## src/rtl/norm_pkg.sv

```systemverilog
// -----------------------------------------------------------------------------
// norm_pkg
// Shared definitions for the norm_sched normalization scheduler.
//   DW, SW   : default data width and shift-count (square) width
//   state_t  : sequencer states IDLE / SHIFT / DONE
//   result_t : one normalization result (square, div bits, value, zero flag)
// -----------------------------------------------------------------------------
package norm_pkg;

  localparam int DW = 10;
  localparam int SW = 5;

  typedef enum logic [1:0] {
    IDLE  = 2'd0,
    SHIFT = 2'd1,
    DONE  = 2'd2
  } state_t;

  typedef struct packed {
    logic [SW-1:0] square;
    logic [1:0]    div;
    logic [DW-1:0] valout;
    logic          zero;
  } result_t;

endpackage

```

## src/rtl/norm_rr_arb.sv

```systemverilog
// -----------------------------------------------------------------------------
// norm_rr_arb
// Purely combinational round-robin arbiter. The search starts at the requester
// after i_rr_ptr and wraps modulo NUM_REQ; the first asserted request wins.
// Ports:
//   i_req    [NUM_REQ] : request vector
//   i_rr_ptr [IDW]     : last granted requester (must be < NUM_REQ)
//   i_en               : arbitration enable; no grant when low
//   o_grant  [NUM_REQ] : one-hot grant (all zero when nothing wins)
//   o_idx    [IDW]     : encoded index of the winner
//   o_any              : a winner exists
// -----------------------------------------------------------------------------
module norm_rr_arb #(
  parameter int NUM_REQ = 4,
  parameter int IDW     = 2
) (
  input  logic [NUM_REQ-1:0] i_req,
  input  logic [IDW-1:0]     i_rr_ptr,
  input  logic               i_en,
  output logic [NUM_REQ-1:0] o_grant,
  output logic [IDW-1:0]     o_idx,
  output logic               o_any
);

  // Rotating priority search, nearest-after-pointer first.
  always_comb begin
    int w_j;
    w_j     = 0;
    o_grant = '0;
    o_idx   = '0;
    o_any   = 1'b0;
    if (i_en) begin
      for (int i = 1; i <= NUM_REQ; i++) begin
        // pointer is always a valid index, so one subtraction wraps it
        w_j = int'(i_rr_ptr) + i;
        if (w_j >= NUM_REQ) begin
          w_j = w_j - NUM_REQ;
        end else begin
          w_j = w_j;
        end
        if (!o_any && i_req[w_j]) begin
          o_any = 1'b1;
          o_idx = IDW'(w_j);
        end else begin
          o_any = o_any;
        end
      end
      o_grant[o_idx] = o_any;
    end else begin
      o_any = 1'b0;
    end
  end

endmodule

```

## src/rtl/norm_sched.sv

```systemverilog
// -----------------------------------------------------------------------------
// norm_sched
// Shares one iterative leading-one normalizer between NUM_REQ requesters.
// A round-robin winner is captured in IDLE, shifted left in SHIFT until its
// MSB is set (or it is zero), and presented in DONE until out_ready.
// Ports:
//   i_clk, i_rst           : clock, synchronous active-high reset
//   i_req_valid/o_req_ready: per-requester handshake (ready one-hot or zero)
//   i_req_data             : requester k at bits [k*DW +: DW]
//   o_out_valid/i_out_ready: result handshake
//   o_out_id               : granted requester index
//   o_out_square           : left shift applied (0..DW-1)
//   o_out_div              : two bits just below the leading one
//   o_out_valout           : normalized value
//   o_out_zero             : captured value was zero
// Build option: define NORM_SHIFT2_EN to shift two bits per cycle when the top
// two bits are both zero (same results, shorter latency).
// -----------------------------------------------------------------------------
module norm_sched #(
  parameter int NUM_REQ = 4,
  parameter int DW      = norm_pkg::DW,
  parameter int SW      = norm_pkg::SW,
  parameter int IDW     = 2
) (
  input  logic                  i_clk,
  input  logic                  i_rst,
  input  logic [NUM_REQ-1:0]    i_req_valid,
  output logic [NUM_REQ-1:0]    o_req_ready,
  input  logic [NUM_REQ*DW-1:0] i_req_data,
  output logic                  o_out_valid,
  input  logic                  i_out_ready,
  output logic [IDW-1:0]        o_out_id,
  output logic [SW-1:0]         o_out_square,
  output logic [1:0]            o_out_div,
  output logic [DW-1:0]         o_out_valout,
  output logic                  o_out_zero
);

  import norm_pkg::*;

  state_t             r_state;
  state_t             w_state_nxt;
  logic [DW-1:0]      r_work;
  logic [DW-1:0]      w_work_nxt;
  logic [SW-1:0]      r_cnt;
  logic [SW-1:0]      w_cnt_nxt;
  logic [IDW-1:0]     r_id;
  logic [IDW-1:0]     w_id_nxt;
  logic [IDW-1:0]     r_rr_ptr;
  logic [IDW-1:0]     w_rr_ptr_nxt;
  logic [NUM_REQ-1:0] w_grant;
  logic [IDW-1:0]     w_gidx;
  logic               w_gany;
  logic               w_done;

  norm_rr_arb #(
    .NUM_REQ (NUM_REQ),
    .IDW     (IDW)
  ) u_arb (
    .i_req    (i_req_valid),
    .i_rr_ptr (r_rr_ptr),
    .i_en     (r_state == IDLE),
    .o_grant  (w_grant),
    .o_idx    (w_gidx),
    .o_any    (w_gany)
  );

  // Grant is only issued in IDLE, so ready is zero in SHIFT and DONE.
  assign o_req_ready = w_grant;

  // Next-state and datapath update for the capture/shift/present sequence.
  always_comb begin
    w_state_nxt  = r_state;
    w_work_nxt   = r_work;
    w_cnt_nxt    = r_cnt;
    w_id_nxt     = r_id;
    w_rr_ptr_nxt = r_rr_ptr;
    case (r_state)
      IDLE: begin
        if (w_gany) begin
          w_work_nxt   = i_req_data[int'(w_gidx)*DW +: DW];
          w_id_nxt     = w_gidx;
          w_cnt_nxt    = '0;
          w_rr_ptr_nxt = w_gidx;
          w_state_nxt  = SHIFT;
        end else begin
          w_state_nxt = IDLE;
        end
      end
      SHIFT: begin
        if (r_work[DW-1] || (r_work == '0)) begin
          w_state_nxt = DONE;
`ifdef NORM_SHIFT2_EN
        end else if (r_work[DW-1:DW-2] == 2'b00) begin
          // leading one sits at DW-3 or below, so a 2-bit step cannot overshoot
          w_work_nxt = {r_work[DW-3:0], 2'b00};
          w_cnt_nxt  = r_cnt + SW'(2);
`endif
        end else begin
          w_work_nxt = {r_work[DW-2:0], 1'b0};
          w_cnt_nxt  = r_cnt + SW'(1);
        end
      end
      DONE: begin
        if (i_out_ready) begin
          w_state_nxt = IDLE;
        end else begin
          w_state_nxt = DONE;
        end
      end
      default: begin
        w_state_nxt = IDLE;
      end
    endcase
  end

  // State and datapath registers; reset discards any in-flight value.
  always_ff @(posedge i_clk) begin
    if (i_rst) begin
      r_state  <= IDLE;
      r_work   <= '0;
      r_cnt    <= '0;
      r_id     <= '0;
      r_rr_ptr <= IDW'(NUM_REQ - 1);
    end else begin
      r_state  <= w_state_nxt;
      r_work   <= w_work_nxt;
      r_cnt    <= w_cnt_nxt;
      r_id     <= w_id_nxt;
      r_rr_ptr <= w_rr_ptr_nxt;
    end
  end

  // Result fields come straight from registers and read zero outside DONE.
  assign w_done       = (r_state == DONE);
  assign o_out_valid  = w_done;
  assign o_out_valout = w_done ? r_work : '0;
  assign o_out_square = w_done ? r_cnt : '0;
  assign o_out_div    = w_done ? r_work[DW-2:DW-3] : 2'b00;
  assign o_out_zero   = w_done && (r_work == '0);
  assign o_out_id     = w_done ? r_id : '0;

endmodule

```

## config.mk

```make
export PLATFORM = sky130hd
export DESIGN_NAME = norm_sched
export DESIGN_NICKNAME = d
export VERILOG_FILES = /design/src/rtl/norm_pkg.sv /design/src/rtl/norm_rr_arb.sv /design/src/rtl/norm_sched.sv
export SDC_FILE = /design/constraint.sdc
export NUM_CORES = 1
export LEC_CHECK = 0
export ABC_AREA = 1
export CORE_MARGIN = 5
export CORE_UTILIZATION = 25
export DETAILED_ROUTE_END_ITERATION = 6
export GPL_TIMING_DRIVEN = 0
export HOLD_SLACK_MARGIN = 0.15
export PLACE_DENSITY_LB_ADDON = 0.08
export SLEW_MARGIN = 20
export SYNTH_ARGS = -nofsm -noshare
export SYNTH_HDL_FRONTEND = slang
export SYNTH_HIERARCHICAL = 1
export SYNTH_SLANG_ARGS = --single-unit
export TNS_END_PERCENT = 30
```

## constraint.sdc

```tcl
create_clock -name i_clk -period 5.7 [get_ports i_clk]
set_input_delay 0.57 -clock i_clk [delete_from_list [all_inputs] [get_ports i_clk]]
set_output_delay 0.57 -clock i_clk [all_outputs]
set_load 0.02 [all_outputs]
```

# == Word level (Yosys, flattened, before mapping) ==
# Cells that the tools add are included.
# op_classes
addsub,9
n_mul,1
order_cmp,10
n_eq_ne,5
n_shift,1
n_mux,52
bitwise,1
reduce_logical,14
# ops
cell,count
$mux W32,8
$ge A32 B4 Y1 const B,4
$lt A32 B4 Y1 const B,4
$sub A32 B4 Y32 const B,4
$shiftx A40 B7 Y10,1
$mux W10,3
$mux W2,10
$pmux W10 S2,1
$mux W1,19
$mux W5,3
$logic_not A10 Y1,1
$pmux W5 S2,1
$bmux W1 S2,4
$add A2 B2 Y3 const B,2
$ne A2 B2 Y1 const B,3
$pmux W2 S3,1
$add A5 B1 Y5 const B,1
$logic_and A1 B1 Y1,5
$mul A2 B3 Y5 const B,1
$add A2 B3 Y4 const B,1
$and A4 B4 Y4,1
$mux W4,1
$add A2 B1 Y3 const B,1
$logic_not A1 Y1,3
10 further kinds,10
# word_totals
ff_bits,21
in_bits,47
output_inout_bits,25
wordCells,98

# == Logic depth before layout (Yosys ltp) ==
# Gate-level depths: netlist (run 1).
# logic_depth
ltp_word,27
depth_mapped,22
depth_no_buf,20

# == By module ==
# The synthesis (run 1) kept the hierarchy.
# by_module_without_submodules
module,instances,cells_per_inst,area_each_um2,seq_area_each_um2
norm_sched,1,276,1561.5,420.4
norm_rr_arb,1,70,317.8,0.0

# == Worst setup path after synthesis (run 1) ==
# OpenSTA, ideal clock, no wires.
# synth_path
kind,input to register
startpoint,input i_req_valid[3]
endpoint,register r_work[8]
setup_time_ps,111
arrival_time_ps,1959
required_time_ps,5589
slack_ps,3629
cell_stages,17
n_path_buf,1
path_cell_list,nand2_1 -> nand2_1 -> nand2_1 -> nand2_1 -> nor2_4 -> nand3_1 -> nand3_1 -> nand2_1 -> inv_1 -> clkbuf_1 -> nor2_1 -> o21ai_0 -> nand2_1 -> nand2_1 -> nand2_1 -> nor2_2 -> nor2_2
# synth_between
elab_chain_cells,22
elab_cells_between_ends,39
classes_between,1 x mul; 1 x eq/ne; 1 x shift; 29 x mux; 7 x reduce/logical
# synth_rtl
item,line,source
"start, declared",norm_sched.sv:27,"input logic [NUM_REQ-1:0] i_req_valid,"
$bmux W1 S2,norm_rr_arb.sv:41,if (!o_any && i_req[w_j]) begin
$mux W1 (implied by the code) (2 in a row),norm_rr_arb.sv:41,
$mux W1,norm_rr_arb.sv:41,
$mux W1,norm_rr_arb.sv:32,if (i_en) begin
$logic_not A1 Y1,norm_rr_arb.sv:41,
$logic_and A1 B1 Y1,norm_rr_arb.sv:41,
$mux W1,norm_rr_arb.sv:41,
$mux W1,norm_rr_arb.sv:32,
[5 not listed],-,
$logic_and A1 B1 Y1,norm_rr_arb.sv:41,
$mux W2 *,norm_rr_arb.sv:41,
$mux W2 * (2 in a row),norm_rr_arb.sv:32,
net w_gidx[1],norm_sched.sv:52,logic [IDW-1:0] w_gidx;
$mul A2 B3 Y5 *,norm_sched.sv:81,w_work_nxt = i_req_data[int'(w_gidx)*DW +: DW];
$shiftx A40 B7 Y10 *,norm_sched.sv:81,
$mux W10 *,norm_sched.sv:80,if (w_gany) begin
$pmux W10 S2 *,norm_sched.sv:78,case (r_state)
"end signal, assigned",norm_sched.sv:127,r_work <= w_work_nxt;
"end, declared",norm_sched.sv:43,logic [DW-1:0] r_work;
# Mark *: on every way through the listed nets, which the timed path passes. The rest lies on a longest branch. The select of a mux whose other input is x is not followed.
# A chain may end at the register's enable or synchronous reset.

# == Worst setup path in the final report (run 1) ==
# layout_path
startpoint,input i_req_valid[1]
endpoint,output o_req_ready[1]
# layout_between
elab_chain_cells,23
elab_cells_between_ends,38
classes_between,2 x order compare; 28 x mux; 1 x bitwise; 7 x reduce/logical
# layout_rtl
item,line,source
$bmux W1 S2,norm_rr_arb.sv:41,
$mux W1 (implied by the code) (2 in a row),norm_rr_arb.sv:41,
$mux W1,norm_rr_arb.sv:41,
$mux W1,norm_rr_arb.sv:32,
$logic_not A1 Y1,norm_rr_arb.sv:41,
$logic_and A1 B1 Y1,norm_rr_arb.sv:41,
$mux W1,norm_rr_arb.sv:41,
$mux W1,norm_rr_arb.sv:32,
[6 not listed],-,
$mux W2,norm_rr_arb.sv:41,
$mux W2,norm_rr_arb.sv:32,
$lt A2 B3 Y1 (implied by the code) or $ge A2 B1 Y1 (tied branches),norm_rr_arb.sv:48,o_grant[o_idx] = o_any;
$logic_and A1 B1 Y1 (implied by the code),norm_rr_arb.sv:48,
$mux W1 (implied by the code),norm_rr_arb.sv:48,
$demux W1 S2,-,
$and A4 B4 Y4 (no source line) *,-,
$mux W4 *,norm_rr_arb.sv:32,
"end, declared",norm_sched.sv:28,"output logic [NUM_REQ-1:0] o_req_ready,"
# Every way passes the cells marked *; elsewhere a longest branch is shown, timed or not. The select of a mux whose other input is x is not followed.

==> results of run 1 <==
[worst max path at each step]
stage	endpoint	slack (ns)	depth (start not counted)
floorplan	r_work[8]	3.63	17
global placement	o_req_ready[3]	2.69	12
detailed placement	o_req_ready[0]	2.66	12
CTS	o_req_ready[0]	2.66	12
global route	o_req_ready[0]	2.49	12
finish	o_req_ready[1]	2.69	12
[stage by stage]
step | instances | area (um2) | power (uW) | util
4_1_cts | 520 | 2760 | 1670 | 0.379
3_5_place_dp | 516 | 2710 | 1560 | 0.372
6_report | 520 | 2760 | 1640 | 0.379
2_1_floorplan | 346 | 1880 | 1210 | -
5_1_grt | 520 | 2760 | 1870 | 0.379
3_3_place_gp | 516 | 2710 | 1550 | 0.372
[sequential cells by signal (all words and copies together), names as in the netlist]
name and cells:
r_cnt 5, r_id 2, r_rr_ptr 2, r_state 2, r_work 10
[cell families after synthesis]
logic type	synth area share
AOI/OAI and AO/OA	0.0905
adders and majority gates	0.00666
buffers and inverters	0.130
DFF	0.224
and+or+nand+nor	0.549
[cells in the mapped netlist]
cell type and instances:
a21oi_1 5, a31oi_1 1, buf_2 5, buf_4 3
buf_6 2, clkbuf_1 6, clkinv_1 3, dfxtp_1 21
ha_1 1, inv_1 29, inv_2 5, inv_4 2
nand2_1 94, nand2_2 9, nand2_4 1, nand3_1 23
nand3_2 2, nand4_1 1, nor2_1 86, nor2_2 18
nor2_4 2, nor3_1 1, nor3b_1 1, o21ai_0 24
o21bai_4 1
[critical path, stage by stage]
cell,delay [ns]
clkdlybuf4s50_1,0.50
nand2_1,0.06
nand2_1,0.09
nand2_1,0.08
nand2_2,0.09
inv_1,0.06
nand3_1,0.08
nand2_1,0.06
inv_2,0.09
nand2_2,0.07
nor2_1,0.08
clkdlybuf4s50_1,0.61
[power groups by stage]
stage                     logic (uW)  registers [uW]  clock network (uW)
final                           1290             245                 104
after global routing            1500             255                 112
after CTS                       1310             246                 108
after detailed placement        1310             250                   0
after global placement          1300             248                   0
after floorplan                  971             238                   0
[routing by layer]
metal  part of all wire  wire [um]  global-route usage  up-vias
li1                   -          -                   -     1203
met1               0.55       3380               0.188      927
met2               0.39       2400               0.206       57
met3              0.047        286              0.0223        5
met4             0.0085         52              0.0259        0
met5                  0          0                   0        -
[final cells by class]
cell class / instances / area share
multi-input cells: 270 / 0.440
repair buffers: 71 / 0.257
flip-flops and latches: 21 / 0.152
inverters: 39 / 0.0548
well taps: 99 / 0.0448
plain buffers: 16 / 0.0335
clock buffers: 3 / 0.0149
clock inverters: 1 / 0.00272
==> results.cfg, run 1 <==
[clocking]
clkTransAtPathRegs_ns = 0.09
clkSinkCount = 21
root_buffer = clkbuf_8
cts_htree_levels = 1
cts_resized = 0
cts_buffers = 3
insertion_delay_ns = 0.27
cts_tree = yes
post_cts_buffers = 0
clk_path_buf_depth = 2
ctsHoldBuffers = 0

[finish]
drive_gt1_frac = 0.128
final_cell_mix = 94 x nand2_1, 86 x nor2_1, 71 x clkdlybuf4s50_1
ff_latch_area_um2 = 420
multi_input_area_um2 = 1210
nNetsFinal = 470
num-fill-cells = 850
antenna_cells = 0
syn_to_final_growth_pct = 47.0
final_common_cell = nand2_1

[route]
drtPass1Iterations = 4
antenna_left = 0
drtIter0Drc = 94
routed_wl_um = 6120
vias = 2192
viasPerCell = 4.22
wl_per_cell_um = 11.8
drc_errors = 0

[floorplanning]
start_util = 0.258
core_area_um2 = 7290
num_rows = 31
dieArea_um2 = 9350
die_x_um = 96.7
ios = 72
die_y_um = 96.7

[power]
share_comb_of_total_power = 0.787
seqPwrFrac = 0.149
p_sw_uw = 923
p_leak_uw = 0.00124
p_per_area_nw_per_um2 = 595
vdd_ir_drop_max_uv = 165
internal_power_uw = 721
p_sw_frac = 0.562
p_clk_frac = 0.063

[setup_path]
crit_path_start_kind = input pin
critPathRequiredTime_ns = 5.13
r2r-start = r_rr_ptr[0]
worstPathArrival_ns = 2.44
path_max_fanout = 3
ff2ff_path_depth = 19
cp-end-kind = output pin
critPathKind = in -> out
r2r_slack_ns = 3.22
rr_endpoint = r_work[7]
critPathLaunch = i_req_valid[1]

[timing]
tns_ns = 0
hold_violations = 0
fin_crit_sh = 0.529
rsz0062_at_grt = false
layout_setup_ws_ns = 2.69
holdWs_ns = 0.473
slew_headroom = 0.667
setup_viol = 0
min_period_ns = 3.01
clock_skew_ns = 0.00825
worst_pin_slew_ns = 0.500
fmax_ghz = 0.332
finalMaxSlewViolations = 0

[logic_synthesis]
syn_area_per_cell_um2 = 5.43
yosysWarnings = 6
synth_top_cell_area_share = 0.224
synth_cell_types = 25
synth_top_cells_by_area = dfxtp_1 22%, nand2_1 19%, nor2_1 17%
syn_nets = 394
synth_cells = 346
synthesis.area_um2 = 1880
ys_ff_latch = 21
synth_area_leader_cell = dfxtp_1
yosysSeqAreaShare = 0.224

[global_routing]
grt_pass1_vias = 2182
grt_overflow = 0
antenna_found_initial = 0
grt_max_degree = 14
grtUsageTotal = 0.131
grt_pass1_wl_um = 10500

[outcome]
status = completed

[min_path]
hold_path_depth = 2
hold_path_class = reg -> reg
hold_start = r_id[0]
holdPathEnd = r_id[0]

[place]
gp_congestion = 0.826
port-buffer-count = 71
hpwl_um = 4800
dp_slack_ns = 2.66

[run]
max_cap_violations = 0
Power figures use the tool's default switching activity.
==> inputs of run 2 (changes only) <==
clock period = 3.09 ns   (was 5.7 ns; I/O delays follow)
==> results of run 2 <==
Same layout as run 1 (identical final DEF). Status: completed.
Among the figures that moved: setup slack after placement 2.66 ns -> 0.402 ns; setup slack after layout 2.69 ns -> 0.528 ns; start point of the critical path i_req_valid[1] -> r_rr_ptr[1]; end point of the critical path o_req_ready[1] -> o_req_ready[0]; register-to-register setup slack 3.22 ns -> 0.61 ns; total power 1640 uW -> 3030 uW; worst IR drop on VDD 165 uV -> 305 uV
==> inputs of run 3 (changes only) <==
clock period = 2.4 ns   (was 3.09 ns; I/O delays follow)
==> run 3 against run 2 <==
Net effect: clock power is 29% higher; clock skew is 0.0018 ns lower; utilization is 1.0 points higher; flip-flop and latch count stayed put; design area is 2.7% higher; global-route usage hardly changed; critical path depth is 4 lower; worst hold slack hardly changed; critical endpoint is now o_out_valout[7]; largest cell class unchanged; highest routed layer unchanged.
==> results.cfg, run 3 (same netlist as run 1, synthesis figures left out) <==
[place]
port-buffer-count = 71
gp_congestion = 0.826
hpwl_um = 4800
placed_area_um2 = 2710

[timing]
setup_viol = 0
worst_pin_slew_ns = 0.496
rsz0062_at_grt = false
finalMaxSlewViolations = 0
clock_skew_ns = 0.00645
fmax_ghz = 0.461
hold_violations = 0
holdWs_ns = 0.473
min_period_ns = 2.17
fin_crit_sh = 0.904
slew_headroom = 0.669

[power]
p_leak_uw = 0.00129
p_per_area_nw_per_um2 = 1450
vdd_ir_drop_max_uv = 492
power_uw = 4110

[clocking]
insertion_delay_ns = 0.27
root_buffer = clkbuf_8
clkSinkCount = 21
cts_buffers = 3
cts_htree_levels = 1
ctsHoldBuffers = 0
clk_path_buf_depth = 2
clkTransAtPathRegs_ns = 0.09
cts_tree = yes

[global_routing]
grt_pass1_vias = 2170
antenna_found_initial = 0
grt_overflow = 0
grtUsageTotal = 0.131
grt_pass1_wl_um = 10500
grt_max_degree = 14

[finish]
syn_to_final_growth_pct = 51.0
largest_reg_flops = 10
post-route-util = 0.389
regMostFlops = r_work
drive_gt1_frac = 0.175
fin_area_um2 = 2840
nNetsFinal = 471
final_cell_mix = 87 x nand2_1, 84 x nor2_1, 67 x clkdlybuf4s50_1
final_common_cell = nand2_1
largestRegisters = r_work x10, r_cnt x5
antenna_cells = 0

[setup_path]
worstPathArrival_ns = 1.93
critPathKind = reg -> out
critical-path-max-stage-delay_ns = 0.59
slowest_stage = clkdlybuf4s50_1
critPathLaunch = r_state[1]
r2r-start = r_rr_ptr[0]
rr_endpoint = r_work[7]
ff2ff_path_depth = 20
crit_path_start_kind = flop
path_cells = nand2_4 -> buf_2 -> nor2_1 -> buf_4 -> clkdlybuf4s50_1
critPathRequiredTime_ns = 2.16
r2r_slack_ns = 0.26
cp-end-kind = output pin
path_max_fanout = 11

[floorplanning]
die_x_um = 96.7
ios = 72
start_util = 0.258
dieArea_um2 = 9350
die_y_um = 96.7
core_area_um2 = 7290
num_rows = 31

[min_path]
hold_path_depth = 2
holdPathEnd = r_id[0]
hold_start = r_id[0]
hold_path_class = reg -> reg

[route]
drtPass1Iterations = 4
routed_wl_um = 6190
viasPerCell = 4.24
vias = 2210
drtIter0Drc = 101
drc_errors = 0
wl_per_cell_um = 11.9
antenna_left = 0

[run]
max_cap_violations = 0

[outcome]
status = completed
## run 3: metal layers
layer	track usage	share of wire
met1	0.189	0.54
met2	0.204	0.41
met3	0.0223	0.042
met4	0.0259	0.0084
met5	0	0
## run 3: through the flow
stage / setup WS (ns) / TNS (ns) / cells
after global routing: 0.0225 / 0 / 521
after floorplan: 0.405 / 0 / 346
after CTS: 0.00567 / 0 / 519
after detailed placement: -0.219 / -1.61 / 516
after global placement: -0.217 / -1.56 / 516
final: 0.231 / 0 / 521
## run 3: worst max-delay path by stage
stage	endpoint	slack [ns]	depth (start not counted)
floorplan	r_work[8]	0.40	19
global placement	r_work[7]	-0.22	18
detailed placement	r_work[7]	-0.22	18
CTS	o_out_valout[8]	0.006	5
global route	r_work[7]	0.02	19
finish	o_out_valout[7]	0.23	5
## run 3: report_power, final
part           switching, uW  total (uW)  internal [uW]
clock                    131         248            118
sequential               104         590            486
combinational           2050        3280           1230
## run 3: area by class of cell
| type | count | area, um2 |
|---|---|---|
| fillers | 846 | 4450 |
| multi-input cells | 270 | 1250 |
| repair buffers | 73 | 718 |
| flip-flops and latches | 21 | 423 |
| inverters | 39 | 156 |
| well taps | 99 | 124 |
| plain buffers | 15 | 116 |
| clock buffers | 3 | 41.3 |
| clock inverters | 1 | 7.51 |
## run 3: critical path: cells and delay by family, from the launching register on
| family | cells | cell delay (ns) |
|---|---|---|
| buffers and inverters | 3 | 0.92 |
| DFF | 1 | 0.45 |
| and+or+nand+nor | 2 | 0.28 |
## run 3: timing repair
action,4_1_cts,5_1_grt
resized for setup,8,40
cloned,0,1
endpoints found under the setup margin,14,14
setup buffers,0,1
pin swaps,0,3
